File: src/rtl/uart_tx_arbiter.sv
// Two-requester arbiter in front of a UART transmitter: grants one requester at a
// time, forwards its bytes one by one, and releases on end of message, burst limit or idle timeout.
module uart_tx_arbiter #(
    parameter int MAX_BURST     = 16,
    parameter int GRANT_TIMEOUT = 1024
) (
    input  logic       clk,
    input  logic       reset,
    input  logic [7:0] req0_data,
    input  logic [7:0] req1_data,
    input  logic       req0_valid,
    input  logic       req1_valid,
    input  logic       req0_last,
    input  logic       req1_last,
    output logic       req0_ready,
    output logic       req1_ready,
    output logic [7:0] tx_data,
    output logic       tx_valid,
    input  logic       tx_ready,
    output logic       grant_active,
    output logic       grant_id,
    output logic [1:0] dbg_state_o
);

    // Handshakes: a byte moves on a rising edge where valid && ready are both 1;
    // valid and its payload are held by the source until that edge, ready may toggle freely.

    localparam int BURST_W = $clog2(MAX_BURST + 1);
    localparam int IDLE_W  = (GRANT_TIMEOUT > 1) ? $clog2(GRANT_TIMEOUT) : 1;
    localparam logic [BURST_W-1:0] BURST_MAX = BURST_W'(MAX_BURST);
    localparam logic [IDLE_W-1:0]  IDLE_MAX  = IDLE_W'(GRANT_TIMEOUT - 1);

    typedef enum logic [1:0] {
        ST_IDLE    = 2'd0,
        ST_GRANTED = 2'd1,
        ST_SEND    = 2'd2,
        ST_DRAIN   = 2'd3
    } state_t;

    state_t             state_q, state_d;
    logic               grant_id_q, grant_id_d;
    logic               rr_ptr_q, rr_ptr_d;
    logic [BURST_W-1:0] burst_cnt_q, burst_cnt_d;
    logic [IDLE_W-1:0]  idle_cnt_q, idle_cnt_d;
    logic               last_flag_q, last_flag_d;
    logic [7:0]         tx_data_q, tx_data_d;
    logic               drain_first_q, drain_first_d;

    logic       gnt_valid;
    logic [7:0] gnt_data;
    logic       gnt_last;
    logic       release_grant;
    logic       rdy0, rdy1;

    assign gnt_valid = grant_id_q ? req1_valid : req0_valid;
    assign gnt_data  = grant_id_q ? req1_data  : req0_data;
    assign gnt_last  = grant_id_q ? req1_last  : req0_last;

    always_ff @(posedge clk) begin
        if (reset) begin
            state_q       <= ST_IDLE;
            grant_id_q    <= 1'b0;
            rr_ptr_q      <= 1'b0;
            burst_cnt_q   <= '0;
            idle_cnt_q    <= '0;
            last_flag_q   <= 1'b0;
            tx_data_q     <= 8'h00;
            drain_first_q <= 1'b0;
        end else begin
            state_q       <= state_d;
            grant_id_q    <= grant_id_d;
            rr_ptr_q      <= rr_ptr_d;
            burst_cnt_q   <= burst_cnt_d;
            idle_cnt_q    <= idle_cnt_d;
            last_flag_q   <= last_flag_d;
            tx_data_q     <= tx_data_d;
            drain_first_q <= drain_first_d;
        end
    end

    always_comb begin
        state_d       = state_q;
        grant_id_d    = grant_id_q;
        rr_ptr_d      = rr_ptr_q;
        burst_cnt_d   = burst_cnt_q;
        idle_cnt_d    = idle_cnt_q;
        last_flag_d   = last_flag_q;
        tx_data_d     = tx_data_q;
        drain_first_d = drain_first_q;
        release_grant = 1'b0;
        rdy0          = 1'b0;
        rdy1          = 1'b0;

        case (state_q)
            ST_IDLE: begin
                if (req0_valid || req1_valid) begin
                    grant_id_d = (req0_valid && req1_valid) ? rr_ptr_q : req1_valid;
                    idle_cnt_d = '0;
                    state_d    = ST_GRANTED;
                end
            end
            ST_GRANTED: begin
                rdy0 = (grant_id_q == 1'b0) && tx_ready;
                rdy1 = (grant_id_q == 1'b1) && tx_ready;
                // A pending byte always beats the timeout, so the timeout only fires on an idle cycle.
                if (gnt_valid && tx_ready) begin
                    tx_data_d   = gnt_data;
                    last_flag_d = gnt_last;
                    burst_cnt_d = BURST_W'(burst_cnt_q + 1'b1);
                    idle_cnt_d  = '0;
                    state_d     = ST_SEND;
                end else if (gnt_valid) begin
                    idle_cnt_d = '0;
                end else if (idle_cnt_q == IDLE_MAX) begin
                    release_grant = 1'b1;
                end else begin
                    idle_cnt_d = IDLE_W'(idle_cnt_q + 1'b1);
                end
            end
            ST_SEND: begin
                if (tx_ready) begin
                    drain_first_d = 1'b1;
                    state_d       = ST_DRAIN;
                end
            end
            ST_DRAIN: begin
                // The first drain cycle still shows the transmitter's pre-accept ready.
                drain_first_d = 1'b0;
                if (!drain_first_q && tx_ready) begin
                    if (last_flag_q || (burst_cnt_q == BURST_MAX)) begin
                        release_grant = 1'b1;
                    end else begin
                        state_d = ST_GRANTED;
                    end
                end
            end
            default: state_d = ST_IDLE;
        endcase

        if (release_grant) begin
            rr_ptr_d    = ~grant_id_q;
            burst_cnt_d = '0;
            idle_cnt_d  = '0;
            state_d     = ST_IDLE;
        end
    end

    assign req0_ready   = rdy0;
    assign req1_ready   = rdy1;
    assign tx_data      = tx_data_q;
    assign tx_valid     = (state_q == ST_SEND);
    assign grant_active = (state_q != ST_IDLE);
    assign grant_id     = grant_id_q;
    assign dbg_state_o  = state_q;

    a_one_ready: assert property (@(posedge clk) disable iff (reset) !(req0_ready && req1_ready));
    a_burst_cap: assert property (@(posedge clk) disable iff (reset) burst_cnt_q <= BURST_MAX);

endmodule

File: config.mk
export PLATFORM = sky130hd
export DESIGN_NAME = uart_tx_arbiter
export DESIGN_NICKNAME = d
export VERILOG_FILES = /design/src/rtl/uart_tx_arbiter.sv
export SDC_FILE = /design/constraint.sdc
export NUM_CORES = 1
export LEC_CHECK = 0
export ABC_CLOCK_PERIOD_IN_PS = 3700
export BUFFER_PORTS_ARGS = -buffer_cell sky130_fd_sc_hd__buf_4
export CORE_MARGIN = 1.5
export CORE_UTILIZATION = 45
export CTS_CLUSTER_SIZE = 14
export DETAILED_ROUTE_END_ITERATION = 10
export PLACE_DENSITY = 0.67
export RECOVER_POWER = 50
export SYNTH_ARGS = -nofsm -noshare
export SYNTH_HDL_FRONTEND = slang
export SYNTH_SLANG_ARGS = --single-unit
File: constraint.sdc
create_clock -name clk -period 3.7 [get_ports clk]
set_input_delay 0.185 -clock clk [delete_from_list [all_inputs] [get_ports clk]]
set_output_delay 0.185 -clock clk [all_outputs]
set_load 0.01 [all_outputs]
# Yosys cells after proc, flatten, opt, wreduce, memory -nomap -nowiden
# Cells that the tools add are included.
totals:
  register_bits: 29
  latchBits: 0
  ramBits: 0
  romBits: 0
  inputBits: 23
  output_inout_bits: 15
  wordCells: 65
  memories: 0
op_classes:
  n_addsub: 2
  multipliers: 0
  div_mod_pow: 0
  magnitude_cmp: 0
  n_eq_ne: 11
  n_shift: 0
  n_mux: 25
  bitwise_logic: 1
  n_reduce_logical: 18
op_table:
  columns: ["op", "n"]
  rows:
  - ["$mux 10", 4]
  - ["$pmux 10 s2", 1]
  - ["$mux 1", 11]
  - ["$add 10x1->10 const B", 1]
  - ["$eq 10x10->1 const B", 1]
  - ["$mux 2", 5]
  - ["$mux 8", 1]
  - ["$ne 2x2->1 const B", 4]
  - ["$pmux 2 s4", 1]
  - ["$reduce_and 2->1", 3]
  - ["$reduce_bool 2->1", 3]
  - ["$add 5x1->5 const B", 1]
  - ["$eq 5x5->1 const B", 1]
  - ["$logic_and 1x1->1", 5]
  - ["$reduce_and 5->1", 1]
  - ["$eq 2x2->1 const B", 2]
  - ["$ne 4x4->1 const B", 1]
  - ["$pmux 1 s2", 2]
  - ["$reduce_and 3->1", 1]
  - ["$eq 2x1->1 const B", 1]
  - ["$logic_not 2->1", 1]
  - ["$logic_or 1x1->1", 2]
  - ["$ne 2x1->1 const B", 1]
  - ["$reduce_or 2->1", 1]
  - ["2 further kinds", 2]

# Depth between registers and ports, before layout
# Gate-level depths: netlist of the first run.
logic_depth:
  depth_word: 6
  depth_mapped: 9
  depth_no_buf: 6

# Worst setup path after synthesis of the first run
# Ideal clock, no wire load.
synth_timing:
  path_kind: "register to register"
  startpoint: "register state_q[0] (netlist: dbg_state_o[0])"
  endpoint: "register idle_cnt_q[5]"
  setup_time_ns: 0.070
  arrival_time_ns: 1.974
  required_ns: 3.630
  path_slack_ns: 1.657
  stages_incl_launch_ff: 7
  n_path_buf: 0
  period_less_slack_ns: 2.043
  path_cell_list: "dfxtp_1 -> inv_1 -> ha_1 -> nor3b_1 -> or4b_1 -> or4_1 -> a21oi_1"
synth_via:
  elab_chain_len: 3
  word_cells_on_any_way: 10
  cone_classes: "eq/ne (4); mux (2); reduce/logical (4)"
synth_rtl:
  columns: ["element", "line", "source"]
  rows:
  - ["start: declaration", "40", "state_t state_q, state_d;"]
  - ["start signal: assignment", "70", "state_q <= state_d;"]
  - ["$eq 2x1->1 (tied with other cells)", "94", "case (state_q)"]
  - ["$ne 4x4->1 (no source line) (tied with other cells)", null, null]
  - ["$reduce_and 3->1 (no source line) / $reduce_or 2->1 (equally long branches)", null, null]
  - ["end signal: assignment", "74", "idle_cnt_q <= idle_cnt_d;"]
  - ["end: declaration", "44", "logic [IDLE_W-1:0] idle_cnt_q, idle_cnt_d;"]
# Parallel ways exist; a longest one is shown, timed or not.
# A chain may end at the register's enable or synchronous reset.

# Final worst setup path of the first run
layout_timing:
  startpoint: "register state_q[1] (netlist: dbg_state_o[1])"
  endpoint: "register last_flag_q"
layout_via:
  elab_chain_len: 2
layout_rtl:
  columns: ["element", "line", "source"]
  rows:
  - ["$eq 2x1->1", "94", null]
  - ["$reduce_and 2->1 (no source line)", null, null]
  - ["end signal: assignment", "75", "last_flag_q <= last_flag_d;"]
  - ["end: declaration", "45", "logic last_flag_q, last_flag_d;"]
# No other way between the ends.

==> results of run 1 <==
path summary, 6_finish.rpt:
| path | to | slack (ns) | cells past startpoint |
|---|---|---|---|
| min reg2reg | drain_first_q | 0.48 | 2 |
| max reg2reg | last_flag_q | 1.39 | 7 |
| min | rr_ptr_q | 0.13 | 2 |
| max | last_flag_q | 1.39 | 7 |
cell type report:
type,instances,area share
inverters,11,0.0215
clock buffers,7,0.0287
flip-flops and latches,29,0.302
repair buffers,38,0.117
multi-input cells,138,0.500
well taps,46,0.0300
worst max-delay path, cell delays in order (launching register included):
cell	delay, ns
sky130_fd_sc_hd__dfxtp_1	0.35
sky130_fd_sc_hd__inv_1	0.13
sky130_fd_sc_hd__ha_1	0.38
sky130_fd_sc_hd__nand2_1	0.22
sky130_fd_sc_hd__nor2_1	0.14
sky130_fd_sc_hd__clkbuf_1	0.66
sky130_fd_sc_hd__nor2_1	0.09
sky130_fd_sc_hd__a211oi_1	0.26
through the flow:
stage	cell area [µm²]	hold slack, ns
final	1920	0.128
after global routing	1920	0.129
after global placement	1920	0.457
after detailed placement	1920	0.468
after floorplan	1640	0.258
after CTS	1980	0.113
flip-flops by register name, summed over array words and instances (netlist names):
| name | count |
|---|---|
| burst_cnt_q | 5 |
| dbg_state_o | 2 |
| drain_first_q | 1 |
| grant_id | 1 |
| idle_cnt_q | 10 |
| last_flag_q | 1 |
| rr_ptr_q | 1 |
| tx_data | 8 |
metal layers:
layer | global-route usage | share of wire | up-vias | wire, µm
met3 | 0.0625 | 0.038 | 6 | 152
met2 | 0.355 | 0.51 | 33 | 2020
met5 | 0 | 0 | - | 0
met4 | 0.0489 | 0.012 | 0 | 46
li1 | - | - | 764 | -
met1 | 0.256 | 0.44 | 715 | 1730
where the power goes:
part           switching, W  internal (W)  total [W]
clock              0.000105     0.0000895   0.000195
combinational      0.000214      0.000132   0.000347
sequential        0.0000390      0.000344   0.000383
cells by family after synthesis:
logic type      share of synthesized area
compound gates                      0.176
xor+xnor                           0.0214
fa+ha+maj                          0.0611
buf+inv                            0.0603
flops                               0.354
mux                                0.0779
simple gates                        0.249
placed cells by master, fill, tap and decap left out, types with 2 or more instances in the layout:
master                      netlist  layout
sky130_fd_sc_hd__clkbuf_1         5      17
sky130_fd_sc_hd__dfxtp_1         29      29
sky130_fd_sc_hd__o21ai_0          5       5
sky130_fd_sc_hd__a21oi_1         13      13
sky130_fd_sc_hd__buf_4            0      22
sky130_fd_sc_hd__nand3_1          7       7
sky130_fd_sc_hd__nand2_1          8       8
sky130_fd_sc_hd__nand4_1          4       4
sky130_fd_sc_hd__a31oi_1          3       3
sky130_fd_sc_hd__clkbuf_4         0       5
sky130_fd_sc_hd__inv_1           11      11
sky130_fd_sc_hd__and3_1           3       3
sky130_fd_sc_hd__xnor2_1          4       4
sky130_fd_sc_hd__nor3_1           9       9
sky130_fd_sc_hd__nor2_1          20      20
sky130_fd_sc_hd__o2111ai_1        2       2
sky130_fd_sc_hd__ha_1             8       8
sky130_fd_sc_hd__mux2i_1          9       9
sky130_fd_sc_hd__or4_1            5       5
sky130_fd_sc_hd__nor4_1           3       3
sky130_fd_sc_hd__a211oi_1         9       9
==> flow_results.org, run 1 <==
** Cells and area
- Layout overhead on the synthesized area :: 17.1%
- Post-layout net count :: 254
- The number of antenna diodes in the final layout is 0.
- Fraction of final layout cells sized beyond drive strength 1 :: 0.157
- Post-route core utilization :: 0.562
- Area occupied by registers :: 581 µm²
- For this run, the number of standard cells in the final layout without fillers is 269.
- In the final layout, the multi-input gates occupy 960 µm².
- Fill cells :: 355

** CTS
- CTS built an H-tree with a depth of 2.
- After clock tree synthesis, the clock-pin slew on the worst setup and hold paths is 0.09 ns.
- The clock reaches the later pin of the worst-skew pair after 0.33 ns.
- The longest clock path from root to sink contains 2 buffers.
- TritonCTS created 5 clock buffers.
- After clock tree synthesis, the repair step resized 0 gates.
- Clock Sink Count :: 29
- Buffer type at the clock tree root :: sky130_fd_sc_hd__clkbuf_4
- CTS tree :: built
- Hold-fix buffers, CTS :: 0
- After clock tree synthesis, the setup repair step added 0 buffers.

** Floorplanning
- The initial utilization of the core area, before any placement, comes to 0.480.
- The initialized floorplan defines 21 standard-cell rows.
- In this run the horizontal extent of the chip is 63.4 µm.
- The die covers 4010 µm².
- Core Box Area :: 3420 µm²
- Die boundary height :: 63.4 µm
- Pin placement for this block handled 38 I/O pins.

** STA
- Maximum clock rate :: 433 MHz
- Sum Neg Setup Slack :: 0 ns
- Worst slew margin :: 0.423
- The final max-slew violation count is 0.
- Largest clock skew in the final design :: 0.00723 ns
- Setup slack closes at 1.39 ns.
- Final critical-path required period :: 2.31 ns
- In the finished design, the share of the clock period the worst path needs comes to 0.625.
- Number of failing hold endpoints at the final stage :: 0
- Actual slew at the worst max-slew pin :: 0.866 ns
- Setup violations remaining at the end of the flow were counted as 0.
- RSZ-0062 raised after global routing :: no

** Yosys
- Post-Synthesis Cell Area :: 1640 µm²
- After synthesis the netlist holds a flip-flop and latch count of 29.
- After technology mapping, the gate count stands at 187.
- Of the synthesized area, sequential elements account for 0.354.
- Synthesis produced a netlist with a net count of 218.
- Yosys mapped the design onto 47 distinct sky130hd cell types.
- By count the netlist is led by sky130_fd_sc_hd__dfxtp_1 (29), sky130_fd_sc_hd__nor2_1 (20), sky130_fd_sc_hd__a21oi_1 (13).
- Yosys printed 0 warnings.
- The largest total area in the synthesized netlist belongs to sky130_fd_sc_hd__dfxtp_1.
- Top_reg_cell synth :: sky130_fd_sc_hd__dfxtp_1
- Cells taking the most area after synthesis :: sky130_fd_sc_hd__dfxtp_1 (35%), sky130_fd_sc_hd__ha_1 (6.1%), sky130_fd_sc_hd__mux2i_1 (5.5%), sky130_fd_sc_hd__nor2_1 (4.6%), sky130_fd_sc_hd__a211oi_1 (4.1%)
- In the synthesized netlist the async set-or-reset flop fraction comes to 0.
- Of the post-synthesis cell area, the dominant cell type holds 0.354.
- In the post-synthesis netlist, the cell with the most instances is sky130_fd_sc_hd__dfxtp_1.
- Yosys mapped a number of flops with a built-in enable equal to 0.
- Avg Inst Size Synth :: 8.77 µm²

** Route
- Count of nets left with antenna violations after detail routing :: 0
- Dividing the detail-routed via count by the number of cells gives 5.64.
- # DRC :: 0
- The routed design has 3.95 mm of wire.
- Across all layers, the routed design uses 1,518 vias.
- After detailed routing, the average wire length per cell comes to 14.7 µm.
- After the first detailed-routing iteration, the DRC count stood at 113.
- For this run, the detailed router's first-pass iteration total came to 4.

** GRT
- Total routing resource utilization after global routing :: 0.208
- Entering global routing, the biggest net connects 21 pins.
- Grt total ovfl :: 0
- Via count of the first global-routing pass :: 1,470
- Antenna violations before repair :: 0
- The first global-routing pass estimated 6.68 mm of wire.

** Worst setup path
- CP required :: 3.94 ns
- Critical path startpoint category :: flip-flop
- Arrival time worst endpoint :: 2.55 ns
- Crit path max fanout :: 20
- In this run the critical register-to-register path is launched from dbg_state_o[1].
- Tracing the worst setup path back leads to its startpoint at dbg_state_o[1].
- Crit path capture type :: flip-flop
- The critical path in this run is classified as reg2reg.

** Placed design
- Before CTS, the worst setup slack after placement is 1.45 ns.
- The number of placed instances, taps included, is 262.
- Summed over all nets, the half-perimeter wirelength after detailed placement is 2.97 mm.
- Final weighted congestion in routability-driven placement :: 0.903
- Count of port buffers added during placement :: 37

** Status
- The run finished with clean final reports.

** Power and ir drop
- Ratio of total power to cell area :: 481 nW/µm²
- Leak Pwr :: 0.665 nW
- Final Power :: 0.000924 W
- Across the VDD grid, the largest voltage drop is 0.000249 V.

** Hold path
- Worst hold start :: reset
- The worst hold path belongs to the class in2reg.

** Job
- Max-cap violations in this run came to 0.
No activity file was read; power rests on OpenSTA's default activity.
==> run 2: changes to the inputs <==
ABC_CLOCK_PERIOD_IN_PS = 1950   (was 3700)
PLACE_DENSITY = 0.69   (was 0.67)
clock period = 1.95 ns   (was 3.7 ns; I/O delays follow)
==> run 2 against run 1 <==
Against the previous run:
- combinational power grew to 2.6 times the previous value
- clock power is 100% higher
- sequential share of layout area is 2.7 points lower
- critical path type unchanged
- global-route usage is 0.71 points lower
- setup slack worse by 1.3 ns
- hold slack worse by 0.11 ns
- total power is 120% higher
- largest power group is now combinational logic
==> flow_results.org, run 2 (synthesized netlist as in run 1, its figures left out) <==
** Cells and area
- The register with the most flip-flops in the layout has 10 of them.
- Most used cells in the layout excluding fill and tap cells :: sky130_fd_sc_hd__buf_4 (37), sky130_fd_sc_hd__dfxtp_1 (27), sky130_fd_sc_hd__nor2_1 (19)
- Antenna cells :: 0
- Layout overhead on the synthesized area :: 29.5%
- The finished cells cover 2120 µm².
- Most flop-heavy register :: idle_cnt_q
- Fraction of final layout cells sized beyond drive strength 1 :: 0.285
- After the last flow step, the layout net total stands at 269.
- The library cell used most frequently in the layout, excluding fill and tap cells, is sky130_fd_sc_hd__buf_4.

** CTS
- The clock passes through at most 2 buffers.
- Hold repair after CTS inserted 0 buffers.
- Inserted Clock Buffers :: 5
- The clock drives 29 sinks.
- Buffers inserted during post-CTS setup optimization :: 0
- The H-tree generated during clock tree synthesis spans 2 levels.
- CTS tree :: built
- Clock-pin slew was measured on the worst setup and hold paths at 0.10 ns.
- In this run the clock root is driven by a sky130_fd_sc_hd__clkbuf_4.
- Clock latency at the later pin of the worst-skew pair :: 0.33 ns

** Hold path
- The worst hold path terminates at rr_ptr_q.
- Worst hold start :: reset
- The path class of the tightest hold or removal check is in2reg.
- Counting instances, the worst hold path has a depth of 2.

** GRT
- Total routing resource utilization after global routing :: 0.201
- For met1 alone, demand over resource in global routing was 0.218.
- Antenna violations before repair :: 0
- Largest net degree at the start of global routing :: 19
- For this run, global-route usage on met2 was measured as 0.376.
- Met3 usage in global routing :: 0.0321
- First-pass GRT wire length :: 6.44 mm
- Global routing finished with a remaining overflow of 0.
- Via count of the first global-routing pass :: 1,494
- met2 is the most crowded layer.

** STA
- Static timing analysis puts the maximum clock frequency at 536 MHz.
- Number of failing hold endpoints at the final stage :: 0
- The smallest clock period supported by the final layout is computed as 1.86 ns.
- Sum Neg Setup Slack :: 0 ns
- Setup repair after global routing left no endpoint under its margin.
- Worst slew margin :: 0.670
- Pins Over Slew Limit :: 0
- Once routing completed, OpenROAD measured the worst setup slack at 0.0854 ns.
- Dividing the final minimum period by the clock period gives 0.956.
- Largest clock skew in the final design :: 0.0119 ns
- For the pin with the worst max-slew slack, the measured transition is 0.491 ns.
- Setup violations remaining at the end of the flow were counted as 0.

** Route
- In this run the remaining antenna-violating nets after routing total 0.
- Initial DRT Pass Iterations :: 5
- In the routed design, unresolved DRC markers number 0.
- For this block, the initial DRC count from the detailed router was 106.
- Routed wirelength normalized by instance count :: 13.6 µm
- The routed layout has 1,597 vias.
- Via density per instance :: 5.60
- Detailed-route wire length :: 3.86 mm

** Power and ir drop
- Ratio of total power to cell area :: 941 nW/µm²
- The analysis attributes to cell leakage a power of 0.769 nW.
- Final Power :: 0.00200 W
- Peak supply drop :: 0.000585 V

** Worst setup path
- For the worst setup path, the data arrival time is 2.08 ns.
- Slack of the worst reg-to-reg path :: 0.09 ns
- Of all nets on the critical path, the largest fanout is 8.
- Critical path startpoint category :: flip-flop
- CP required :: 2.17 ns
- The worst register-to-register path ends at idle_cnt_q[3].
- Category of the critical setup timing path :: reg2reg
- RR Startpoint :: dbg_state_o[0]
- Worst Reg-to-Reg Cells :: 7
- Crit path capture type :: flip-flop

** Floorplanning
- The floorplan has 21 rows.
- Measured along the y axis, the die boundary spans 63.4 µm.
- Die area :: 4010 µm²
- The die is 63.4 µm wide.
- Core Box Area :: 3420 µm²
- During I/O placement, the number of pins put on the boundary was 38.
- Starting utilization of the core area :: 0.480

** Placed design
- Prior to clock tree synthesis, the placed netlist has a worst setup slack of 0.0125 ns.
- Final weighted congestion in routability-driven placement :: 0.940
- Count of port buffers added during placement :: 37
- Placed inst area :: 2040 µm²
- Detailed placer's ending HPWL :: 2.94 mm

** Status
- Status :: finished, final reports clean

** Job
- Max_cap viols :: 0
==> run 2: cell count changes in the layout (fill, tap and decap cells not counted), sizes merged <==
cell,before,now
clkinv,0,2
clkbuf,23,19
buf,22,40
==> run 2: final cells by class <==
| cell class | instances | area (µm²) |
|---|---|---|
| sequential | 29 | 586 |
| clock buffer | 6 | 51.3 |
| fill | 307 | 1290 |
| clock inverter | 2 | 13.8 |
| timing repair buffer | 53 | 362 |
| tap | 46 | 57.6 |
| inverter | 11 | 41.3 |
| multi-input combinational | 138 | 1010 |
==> run 2: power breakdown <==
group | internal (W) | switching, W
Combinational | 0.000416 | 0.000487
Sequential | 0.000659 | 0.0000411
Clock | 0.000176 | 0.000219
Total | 0.00125 | 0.000747
==> run 2: worst max-delay path by stage <==
stage	slack (ns)	from	to	cells past startpoint
floorplan	0.01	dbg_state_o[1]	idle_cnt_q[5]	6
global placement	0.07	dbg_state_o[0]	idle_cnt_q[5]	6
detailed placement	0.01	dbg_state_o[1]	idle_cnt_q[9]	7
CTS	0.03	dbg_state_o[1]	idle_cnt_q[5]	6
global route	0.003	dbg_state_o[0]	idle_cnt_q[9]	7
finish	0.09	dbg_state_o[0]	idle_cnt_q[3]	7
==> run 2: repair_timing <==
action / 4_1_cts / 5_1_grt
gates resized for setup: 2 / 13
cloned: 0 / 0
pin swaps: 0 / 3
endpoints found under the setup margin: 3 / 15
==> run 2: worst max-delay path, stage by stage, from the launching register on <==
cell                       delay, ns
sky130_fd_sc_hd__dfxtp_4        0.36
sky130_fd_sc_hd__buf_6          0.12
sky130_fd_sc_hd__ha_4           0.13
sky130_fd_sc_hd__buf_6          0.12
sky130_fd_sc_hd__nand3_2        0.09
sky130_fd_sc_hd__or4_4          0.57
sky130_fd_sc_hd__nand4b_1       0.26
sky130_fd_sc_hd__nor3_1         0.10
==> run 2: metrics by stage <==
step	hold WS [ns]	util	cells
2_1_floorplan	0.170	-	187
3_3_place_gp	0.367	0.598	277
3_5_place_dp	0.372	0.598	277
4_1_cts	0.00730	0.619	285
5_1_grt	0.0131	0.621	285
6_report	0.0215	0.621	285
==> run 2: routing by layer <==
| metal | part of all wire | vias up |
|---|---|---|
| li1 | - | 799 |
| met1 | 0.42 | 753 |
| met2 | 0.53 | 38 |
| met3 | 0.033 | 7 |
| met4 | 0.018 | 0 |
| met5 | 0 | - |
